<file path="src/rtl/sseg_scan.sv">
// Multiplexed common-anode seven-segment scanner with a double-buffered frame of glyph codes.
// Pending frames commit only at a frame-start tick, so a half-updated frame is never shown.
module sseg_scan #(
  parameter int unsigned NDIG    = 4,
  parameter int unsigned DIV     = 250000,
  parameter int unsigned BLINK_W = 6
) (
  input  logic              clk,
  input  logic              clr_n,
  input  logic              load,
  input  logic [5*NDIG-1:0] codes_in,
  input  logic [NDIG-1:0]   en_in,
  input  logic [NDIG-1:0]   blink_in,
  output logic [6:0]        seg,
  output logic [NDIG-1:0]   an,
  output logic              frame_sync,
  output logic              pending
);

  localparam int unsigned PW = (DIV > 1) ? $clog2(DIV) : 1;
  localparam int unsigned IW = (NDIG > 1) ? $clog2(NDIG) : 1;

  logic [PW-1:0]      presc_q, presc_d;
  logic [IW-1:0]      idx_q, idx_d, idx_next;
  logic [BLINK_W-1:0] fcnt_q, fcnt_d;
  logic               tick, frame_start, phase;

  logic [5*NDIG-1:0]  act_codes_q, act_codes_d;
  logic [NDIG-1:0]    act_en_q, act_en_d;
  logic [NDIG-1:0]    act_blink_q, act_blink_d;
  logic [5*NDIG-1:0]  pend_codes_q, pend_codes_d;
  logic [NDIG-1:0]    pend_en_q, pend_en_d;
  logic [NDIG-1:0]    pend_blink_q, pend_blink_d;
  logic               pending_q, pending_d;

  logic [6:0]         seg_q, seg_d;
  logic [NDIG-1:0]    an_q, an_d;
  logic               frame_sync_q, frame_sync_d;

  logic [4:0]         code_sel;
  logic               en_sel, blink_sel;
  logic [NDIG-1:0]    an_sel;

  function automatic logic [6:0] glyph(input logic [4:0] code);
    logic [6:0] g;
    case (code)
      5'd0:    g = 7'h40;
      5'd1:    g = 7'h79;
      5'd2:    g = 7'h24;
      5'd3:    g = 7'h30;
      5'd4:    g = 7'h19;
      5'd5:    g = 7'h12;
      5'd6:    g = 7'h02;
      5'd7:    g = 7'h78;
      5'd8:    g = 7'h00;
      5'd9:    g = 7'h10;
      5'd10:   g = 7'h08;
      5'd11:   g = 7'h03;
      5'd12:   g = 7'h46;
      5'd13:   g = 7'h21;
      5'd14:   g = 7'h06;
      5'd15:   g = 7'h0E;
      5'd16:   g = 7'h41;
      5'd17:   g = 7'h47;
      5'd18:   g = 7'h0C;
      5'd19:   g = 7'h3F;
      default: g = 7'h7F;
    endcase
    return g;
  endfunction

  // Scan timing: prescaler, digit index and frame counter.
  always_comb begin
    tick        = (presc_q == PW'(DIV - 1));
    presc_d     = tick ? '0 : presc_q + PW'(1);
    idx_next    = (idx_q == IW'(NDIG - 1)) ? '0 : idx_q + IW'(1);
    frame_start = tick && (idx_next == '0);
    idx_d       = tick ? idx_next : idx_q;
    fcnt_d      = frame_start ? fcnt_q + BLINK_W'(1) : fcnt_q;
    phase       = fcnt_d[BLINK_W-1];
  end

  // Buffering: the commit uses the pending data from before any load on the same cycle.
  always_comb begin
    act_codes_d  = act_codes_q;
    act_en_d     = act_en_q;
    act_blink_d  = act_blink_q;
    pend_codes_d = pend_codes_q;
    pend_en_d    = pend_en_q;
    pend_blink_d = pend_blink_q;
    pending_d    = pending_q;
    if (frame_start && pending_q) begin
      act_codes_d = pend_codes_q;
      act_en_d    = pend_en_q;
      act_blink_d = pend_blink_q;
    end
    if (load) begin
      pend_codes_d = codes_in;
      pend_en_d    = en_in;
      pend_blink_d = blink_in;
      pending_d    = 1'b1;
    end else if (frame_start) begin
      pending_d    = 1'b0;
    end
  end

  // Select the digit about to be shown from the post-commit active buffer.
  always_comb begin
    code_sel  = 5'd31;
    en_sel    = 1'b0;
    blink_sel = 1'b0;
    an_sel    = '1;
    for (int unsigned k = 0; k < NDIG; k++) begin
      if (idx_next == IW'(k)) begin
        code_sel  = act_codes_d[5*k +: 5];
        en_sel    = act_en_d[k];
        blink_sel = act_blink_d[k];
        an_sel[k] = 1'b0;
      end
    end
  end

  always_comb begin
    seg_d        = seg_q;
    an_d         = an_q;
    frame_sync_d = frame_start;
    if (tick) begin
      if (!en_sel) begin
        seg_d = 7'h7F;
        an_d  = '1;
      end else if (blink_sel && phase) begin
        seg_d = 7'h7F;
        an_d  = an_sel;
      end else begin
        seg_d = glyph(code_sel);
        an_d  = an_sel;
      end
    end
  end

  always_ff @(posedge clk or negedge clr_n) begin
    if (!clr_n) begin
      presc_q      <= '0;
      idx_q        <= IW'(NDIG - 1);
      fcnt_q       <= '0;
      act_codes_q  <= '1;
      act_en_q     <= '0;
      act_blink_q  <= '0;
      pend_codes_q <= '0;
      pend_en_q    <= '0;
      pend_blink_q <= '0;
      pending_q    <= 1'b0;
      seg_q        <= 7'h7F;
      an_q         <= '1;
      frame_sync_q <= 1'b0;
    end else begin
      presc_q      <= presc_d;
      idx_q        <= idx_d;
      fcnt_q       <= fcnt_d;
      act_codes_q  <= act_codes_d;
      act_en_q     <= act_en_d;
      act_blink_q  <= act_blink_d;
      pend_codes_q <= pend_codes_d;
      pend_en_q    <= pend_en_d;
      pend_blink_q <= pend_blink_d;
      pending_q    <= pending_d;
      seg_q        <= seg_d;
      an_q         <= an_d;
      frame_sync_q <= frame_sync_d;
    end
  end

  assign seg        = seg_q;
  assign an         = an_q;
  assign frame_sync = frame_sync_q;
  assign pending    = pending_q;

endmodule
</file>
<file path="config.mk">
export PLATFORM = sky130hd
export DESIGN_NAME = sseg_scan
export DESIGN_NICKNAME = d
export VERILOG_FILES = /design/src/rtl/sseg_scan.sv
export SDC_FILE = /design/constraint.sdc
export NUM_CORES = 1
export LEC_CHECK = 0
export CAP_MARGIN = 10
export CORE_MARGIN = 10
export CORE_UTILIZATION = 42
export CTS_CLUSTER_SIZE = 24
export DETAILED_ROUTE_END_ITERATION = 12
export DONT_BUFFER_PORTS = 1
export MAX_ROUTING_LAYER = met4
export PLACE_DENSITY = 0.62
export SYNTH_ARGS = -nofsm -noshare
export SYNTH_HDL_FRONTEND = slang
export SYNTH_SLANG_ARGS = --single-unit
</file>
<file path="constraint.sdc">
create_clock -name clk -period 9 [get_ports clk]
set_input_delay 1.8 -clock clk [delete_from_list [all_inputs] [get_ports clk]]
set_output_delay 1.8 -clock clk [all_outputs]
set_load 0.02 [all_outputs]
</file>
## Word-level counts from Yosys, hierarchy flattened

Memory sizes are Yosys's and may differ from the RTL's.
Index checks and enable logic that the tools add are counted.
W data, S select, Z words.

- Register bits: 95
- ROM bits: 224
- Input port bits: 31
- Output and inout port bits: 13
- Word-level logic and storage cells: 55
- Memories: 1

- Add/sub/neg operators: 3
- Equal/unequal tests: 5
- Mux-type cells: 27
- Reduce and logical (&&, ||, !) cells: 5

Memory list:

| name | words | width | read ports | clocked after memory_dff | wr ports | line | RTL |
|---|---|---|---|---|---|---|---|
| (name not given) | 32 | 7 | 1 | 0 | 0 | 46 | `case (code)` |

Operators by type and width:

| cell | number |
|---|---|
| $mux W20 | 1 |
| $mux W5 | 4 |
| $add A18 B1 Y18 const B | 1 |
| $eq A18 B18 Y1 const B | 1 |
| $mux W18 | 1 |
| $mux W1 | 14 |
| $mux W7 | 2 |
| $mux W4 | 3 |
| $add A6 B1 Y6 const B | 1 |
| $eq A2 B2 Y1 const B | 3 |
| $mux W6 | 1 |
| $logic_and A1 B1 Y1 | 3 |
| $add A2 B1 Y2 const B | 1 |
| $eq A2 B1 Y1 const B | 1 |
| $logic_not A2 Y1 | 1 |
| $mux W2 | 1 |
| $reduce_bool A2 Y1 | 1 |

## Longest topological paths before layout

Gate-level depths: netlist (run 1).

- Depth after elaboration: 13
- Mapped depth: 14
- Mapped depth without buffers: 13

## Worst setup path after synthesis (run 1)

OpenSTA, ideal clock, no wires.

- Kind: reg2reg
- Start: reg presc_q[5]
- End: reg seg_q[0] (netlist: seg[0])
- Setup time: 0.085 ns
- Arrival time: 3.320 ns
- Data required time: 8.915 ns
- Path slack: 5.595 ns
- Stages on the path, launching flop included: 11
- Path buffers: 2
- Period minus slack after synthesis: 3.405 ns
- Path through: dfrtp_1 > or4b_1 > buf_2 > or4_1 > buf_6 > nor2_2 > mux2_2 > a2111oi_2 > o211ai_2 > nor4_1 > nor3_1

- Word-level cells in the longest chain between the ends: 11
- Elaborated cells on any way between the ends: 23
- Those cells by class: eq/ne: 1; mux: 18; reduce/logical: 3; memory: 1

Ends and longest elaborated chain:

| item | line | RTL |
|---|---|---|
| from (decl) | 23 | `logic [PW-1:0] presc_q, presc_d;` |
| from (signal assigned) | 157 | `presc_q <= presc_d;` |
| $eq A18 B18 Y1 | 74 | `tick = (presc_q == PW'(DIV - 1));` |
| $logic_and A1 B1 Y1 | 77 | `frame_start = tick && (idx_next == '0);` |
| $logic_and A1 B1 Y1 | 92 | `if (frame_start && pending_q) begin` |
| $mux W4 | 92 |  |
| net act_blink_d[0] | 30 | `logic [NDIG-1:0] act_blink_q, act_blink_d;` |
| $mux W1 (4 in a row) | 114 | `if (idx_next == IW'(k)) begin` |
| $logic_and A1 B1 Y1 | 131 | `end else if (blink_sel && phase) begin` |
| $mux W7 | 131 |  |
| $mux W7 | 128 | `if (!en_sel) begin` |
| to (signal assigned) | 167 | `seg_q <= seg_d;` |
| to (decl) | 36 | `logic [6:0] seg_q, seg_d;` |

The timed path passes the listed nets, and every way through them passes these cells.
A chain may end at the register's enable or synchronous reset.

## Worst setup path after layout (run 1)

Same ends and word-level chain as after synthesis.

==> flow_summary.ini, run 1 <==
[global_route]
top_usage_layer = met2
overflow = 0
grt_pass1_vias = 3341
grt.total_usage_pct = 13.96
grt_max_degree = 96
use_met3_pct = 3.290
antenna_found_initial = 0
use_met1_pct = 18.53
use_met2_pct = 19.93
grt_pass1_wl_mm = 17.84

[cts]
cts_max_path_buffers = 2
root_buffer = clkbuf_16
htree_levels = 3
post_cts_buffers = 0
cts_tree = built
clock_sinks = 95
cts_resized = 0
path_clk_slew_ps = 70
postCtsHoldBufs = 0
numCtsBuffers = 9
clk_latency_ps = 350

[synthesis]
ys_top_cells_by_area = dfrtp_1 33%, dfstp_2 18%, mux2_2 8.0%
synth_flop_cell = dfrtp_1
syn_area_sq_um = 4765
synth-seq-area-share_pct = 50.76
synth_top_area_cell = dfrtp_1
synthMostInstantiatedCell = nand2_1
syn-num-nets = 487
synth-edff-count = 0
synth_cell_type_count = 63
synth-seq-cells = 95
avgSynthCellArea_sq_um = 10.73
yosys-top-cells-count = 66 x nand2_1, 62 x dfrtp_1, 34 x mux2_2, 33 x dfstp_2, 26 x nor2_1
synthArstFlopShare_pct = 100.0
syn_inst = 444
yosysWarnings = 0
synth_top_area_share_pct = 32.56

[routing]
wirelength_mm = 10.41
routedWlPerCell_um = 17.88
vias = 3272
dr.pass1.iters = 4
drt_iter0_drc = 267
route.detailed.drc = 0
detail-route-antenna-nets = 0
vias_per_cell = 5.622

[floorplanning]
start_util_pct = 43.38
ios = 44
die-area_sq_um = 16000
die_w_um = 126.5
num_rows = 38
die_y_um = 126.5
core_region_area_sq_um = 10980

[layout]
syn2layout_area_growth_pct = 8.771
num_antenna_cells = 0
multi_input_area_sq_um = 2203
final_cells = 582
ff_latch_area_sq_um = 2419
final_nets = 480
nFillCells = 1014
final_core_util_pct = 47.19
drive_gt1_share_pct = 23.98

[timing]
final.setup.tns_ps = 0
setup_violations = 0
slew_violations = 0
post-route-period-util_pct = 46.68
hold_viol_final = 0
period_minus_slack_ps = 4201
fin_ws_ps = 4799
worst_slew_pin_slew_ps = 847.3
clock-skew-final_ps = 9.507
rsz0062_at_grt = no
maxSlewHeadroom_pct = 43.51
fmax_ghz = 0.2381

[worst_hold_path]
min_from = act_codes_q[13]$_DFF_PN1_
min_to = act_codes_q[13]$_DFF_PN1_
hold_depth = 2
hold_class = reg2reg

[critical_path]
timing.rr.start = presc_q[5]$_DFF_PN0_
end_kind = flop
startpoint_type = flop
r2r_slack_ps = 4800
worst_r2r_path_depth = 8
reg2reg_to = seg[0]$_DFFE_PN1N_
critPathRequiredTime_ps = 9270
worst-setup-path-type = reg2reg
cp.arrival_ps = 4470
crit_path_max_fanout = 13

[outcome]
status = complete, no violations

[power]
finalPower_w = 0.0008649
p_per_area_nw_per_um2 = 166.9
p_leak_nw = 2.214
ir_drop_uv = 105.3

[placed_design]
dp_slack_ps = 4813
io_buffers = 0
dp_hpwl_mm = 7.434
dp.cells = 566
gp_congestion = 0.8467

[run]
maxCapViolations = 0
-- flip-flops by register name, summed over array words and instances (netlist names) --
name          count
pend_blink_q      4
presc_q          18
seg               7
an                4
idx_q             2
act_blink_q       4
frame_sync        1
act_en_q          4
pend_codes_q     20
fcnt_q            6
pend_en_q         4
pending           1
act_codes_q      20
-- how the worst max path moves through the flow --
stage | from | to | slack (ps) | cells past startpoint
finish | presc_q[5]$_DFF_PN0_ | seg[0]$_DFFE_PN1N_ | 4800 | 8
floorplan | presc_q[5]$_DFF_PN0_ | seg[0]$_DFFE_PN1N_ | 5590 | 10
detailed placement | presc_q[5]$_DFF_PN0_ | seg[0]$_DFFE_PN1N_ | 4810 | 8
global placement | presc_q[5]$_DFF_PN0_ | seg[0]$_DFFE_PN1N_ | 4910 | 8
global route | idx_q[0]$_DFFE_PN1N_ | seg[4]$_DFFE_PN1N_ | 4460 | 12
CTS | presc_q[5]$_DFF_PN0_ | seg[0]$_DFFE_PN1N_ | 4820 | 8
-- cell families after synthesis --
| logic type | share of synthesized area, % |
|---|---|
| buffers and inverters | 2.994 |
| XOR/XNOR | 3.466 |
| adder cells (fa/ha/maj) | 3.388 |
| AO/OA/AOI/OAI | 12.16 |
| multiplexers | 9.664 |
| flip-flops | 50.76 |
| AND/OR/NAND/NOR | 17.57 |
-- worst max-delay path: stages, from the launching register on --
cell	delay [ps]
dfrtp_1	420
or4b_1	670
or4_1	680
nor2_2	560
mux2_2	420
a2111oi_2	740
o211ai_2	240
nor4_1	330
nor3_1	70
-- per-stage QoR --
step	hold slack [ps]	instance area, sq um
2_1_floorplan	425.1	4765
3_3_place_gp	439.2	4865
3_5_place_dp	444.5	4865
4_1_cts	453.9	5182
5_1_grt	470.2	5182
6_report	452.3	5182
-- cells in the final DEF, fill, tap and decap left out, types with 3 or more instances in the layout --
master,n
a211oi_1,3
a21o_1,3
a21oi_1,14
a221oi_1,3
and2_1,5
and3_1,7
and4_1,3
clkbuf_16,9
clkbuf_8,3
dfrtp_1,62
dfstp_2,33
ha_1,12
inv_1,16
mux2_2,34
mux2i_1,4
nand2_1,66
nand2b_1,3
nand3_1,17
nand4_1,6
nor2_1,26
nor2b_1,3
nor3_1,8
nor4_1,3
o211ai_1,4
o21ai_0,22
o221ai_1,4
o22ai_1,4
or3_1,4
xnor2_1,10
xor2_1,7
-- routing by layer --
layer	vias up	wire length, um
met4	0	215
met2	76	4834
met3	12	480
met1	1623	4878
li1	1561	-
met5	-	0
-- power breakdown --
part	internal (W)	switching, W
clock network	0.000238	0.000159
logic	0.0000120	0.00000596
registers	0.000440	0.00000919
total	0.000691	0.000174
-- final cells by class --
| class | instances | share of cell area, % |
|---|---|---|
| repair buffers | 1 | 0.1449 |
| clock inverters | 4 | 0.9899 |
| clock buffers | 12 | 5.142 |
| well taps | 140 | 3.380 |
| flip-flops and latches | 95 | 46.67 |
| multi-input cells | 314 | 42.52 |
| inverters | 16 | 1.159 |
No activity file was read; power rests on OpenSTA's default activity.
==> inputs of run 2 (changes only) <==
--- a/config.mk
+++ b/config.mk
@@ -12,7 +12,7 @@
 export DETAILED_ROUTE_END_ITERATION = 12
 export DONT_BUFFER_PORTS = 1
 export MAX_ROUTING_LAYER = met4
-export PLACE_DENSITY = 0.62
+export PLACE_DENSITY = 0.65
 export SYNTH_ARGS = -nofsm -noshare
 export SYNTH_HDL_FRONTEND = slang
 export SYNTH_SLANG_ARGS = --single-unit
==> constraint.sdc (replaced) <==
create_clock -name clk -period 3.4 [get_ports clk]
set_input_delay 0.68 -clock clk [delete_from_list [all_inputs] [get_ports clk]]
set_output_delay 0.68 -clock clk [all_outputs]
set_load 0.02 [all_outputs]
==> run 2 against run 1 <==
Compared with the run above: via count grew 2.9%; maximum frequency increased by 31%; cell count is 3.4% higher; largest power group unchanged; combinational power grew to 2.6 times the previous value; first-iteration DRC count fell by 7.1%; largest cell class unchanged; setup slack got worse by 4600 ps; sequential share of layout area decreased by 1.4 points; global-route usage up 0.082 points; non-clock buffer count up 20.
==> flow_summary.ini, run 2 (synthesized netlist as in run 1, its figures left out) <==
[placed_design]
dp_hpwl_mm = 7.669
io_buffers = 0
gp_congestion = 0.8849

[critical_path]
cpMaxStageDelayCell = or4_4
reg2reg_to = seg[0]$_DFFE_PN1N_
cp_top_family = simple AND/OR/NAND/NOR gates
slowest_delay_ps = 590
crit_path_max_fanout = 4
critPathBufInv = 1
crit_chain = or4_4 -> or4_1 -> nor2_2 -> mux2_2 -> a2111oi_4 -> buf_4 -> o211ai_2 -> nor4_1 -> nor3_1
startpoint_type = flop
worst-setup-path-type = reg2reg
timing.rr.start = presc_q[4]$_DFF_PN0_
r2r_slack_ps = 200
cp.arrival_ps = 3470
critPathRequiredTime_ps = 3670
worst_r2r_path_depth = 9
end_kind = flop

[routing]
route.detailed.drc = 0
vias_per_cell = 5.591
dr.pass1.iters = 4
vias = 3366
wl_met2_mm = 5.017
drt_iter0_drc = 248
dr_wl_met3_um = 442
wirelength_mm = 10.60
topRoutingLayerUsed = met4
routedWlPerCell_um = 17.61
m1WireLength_mm = 4.925
detail-route-antenna-nets = 0

[power]
finalPower_w = 0.002250
p_leak_nw = 2.299
internal_power_w = 0.001783
ir_drop_uv = 241.0
pwr-share-comb_pct = 2.1
p_per_area_nw_per_um2 = 421.6
p_seq_share_pct = 52.8
pwr-share-clk_pct = 45.1
power.switching_w = 0.0004677
sw_frac_of_total_pct = 20.79

[cts]
cts_max_path_buffers = 2
cts_tree = built
root_buffer = clkbuf_16
htree_levels = 3
clock_sinks = 95
clk_latency_ps = 350
numCtsBuffers = 9
path_clk_slew_ps = 70

[global_route]
grt_pass1_vias = 3496
grt.total_usage_pct = 14.04
antenna_found_initial = 0
overflow = 0
grt_pass1_wl_mm = 17.77
grt_max_degree = 96

[layout]
final_cell_mix = 66 x nand2_1, 62 x dfrtp_1, 34 x mux2_2
reg_top3 = act_codes_q x20, pend_codes_q x20, presc_q x18
drive_gt1_share_pct = 27.92
final_common_cell = nand2_1
syn2layout_area_growth_pct = 12.03
num_antenna_cells = 0
final_core_util_pct = 48.60
final_nets = 500

[timing]
clock-skew-final_ps = 9.510
period_minus_slack_ps = 3199
fmax_ghz = 0.3126
hold_viol_final = 0
setup_violations = 0
worst_slew_pin_slew_ps = 905.2
hold_slack_ps = 28.55
rsz0062_at_grt = no
post-route-period-util_pct = 94.10
slew_violations = 0
maxSlewHeadroom_pct = 39.65
final.setup.tns_ps = 0

[floorplanning]
start_util_pct = 43.38
ios = 44
die_y_um = 126.5
core_region_area_sq_um = 10980
die-area_sq_um = 16000
num_rows = 38
die_w_um = 126.5

[run]
maxCapViolations = 0

[outcome]
status = complete, no violations

[worst_hold_path]
hold_class = in2async
[run 2: how the worst max path moves through the flow]
stage / start / to / slack [ps] / depth (start not counted)
3_3_place_gp: presc_q[6]$_DFF_PN0_ / seg[0]$_DFFE_PN1N_ / 120 / 8
6_report: presc_q[4]$_DFF_PN0_ / seg[0]$_DFFE_PN1N_ / 200 / 9
3_5_place_dp: presc_q[6]$_DFF_PN0_ / seg[0]$_DFFE_PN1N_ / 80 / 8
4_1_cts: presc_q[6]$_DFF_PN0_ / seg[0]$_DFFE_PN1N_ / 60 / 8
2_1_floorplan: presc_q[5]$_DFF_PN0_ / seg[4]$_DFFE_PN1N_ / 6 / 12
5_1_grt: presc_q[10]$_DFF_PN0_ / seg[4]$_DFFE_PN1N_ / 30 / 11
[run 2: area by class of cell]
class / count / area (sq um)
clock buffer: 10 / 239.0
clock inverter: 6 / 60.06
fill: 989 / 5645
inverter: 16 / 60.06
multi-input combinational: 314 / 2227
sequential: 95 / 2419
tap: 140 / 175.2
timing repair buffer: 21 / 157.7
[run 2: per-layer routing]
metal | vias up | global-route usage [%]
li1 | 1596 | -
met1 | 1675 | 17.29
met2 | 77 | 21.78
met3 | 18 | 3.040
met4 | 0 | 6.095
met5 | - | -
[run 2: what timing repair did]
item / CTS / global route
setup endpoints to repair: 0 / 6
buffers inserted: 0 / 1
hold endpoints to repair: 0 / 0
hold buffers: 0 / 0
gates resized for setup: 0 / 3
[run 2: power groups by stage]
| stage | clock (W) | combinational (W) | sequential, W |
|---|---|---|---|
| 3_3_place_gp | 0 | 0.0000455 | 0.00121 |
| 3_5_place_dp | 0 | 0.0000470 | 0.00121 |
| 4_1_cts | 0.00104 | 0.0000473 | 0.00119 |
| 2_1_floorplan | 0 | 0.0000459 | 0.00120 |
| 5_1_grt | 0.00108 | 0.0000527 | 0.00119 |
| 6_report | 0.00102 | 0.0000463 | 0.00119 |
[run 2: stage by stage]
| step | instances | instance area [sq um] | setup slack (ps) |
|---|---|---|---|
| global placement | 585 | 5020 | 122.9 |
| floorplan | 444 | 4777 | 6.154 |
| global route | 602 | 5338 | 30.22 |
| finish | 602 | 5338 | 200.6 |
| CTS | 601 | 5319 | 58.05 |
| detailed placement | 585 | 5020 | 76.63 |
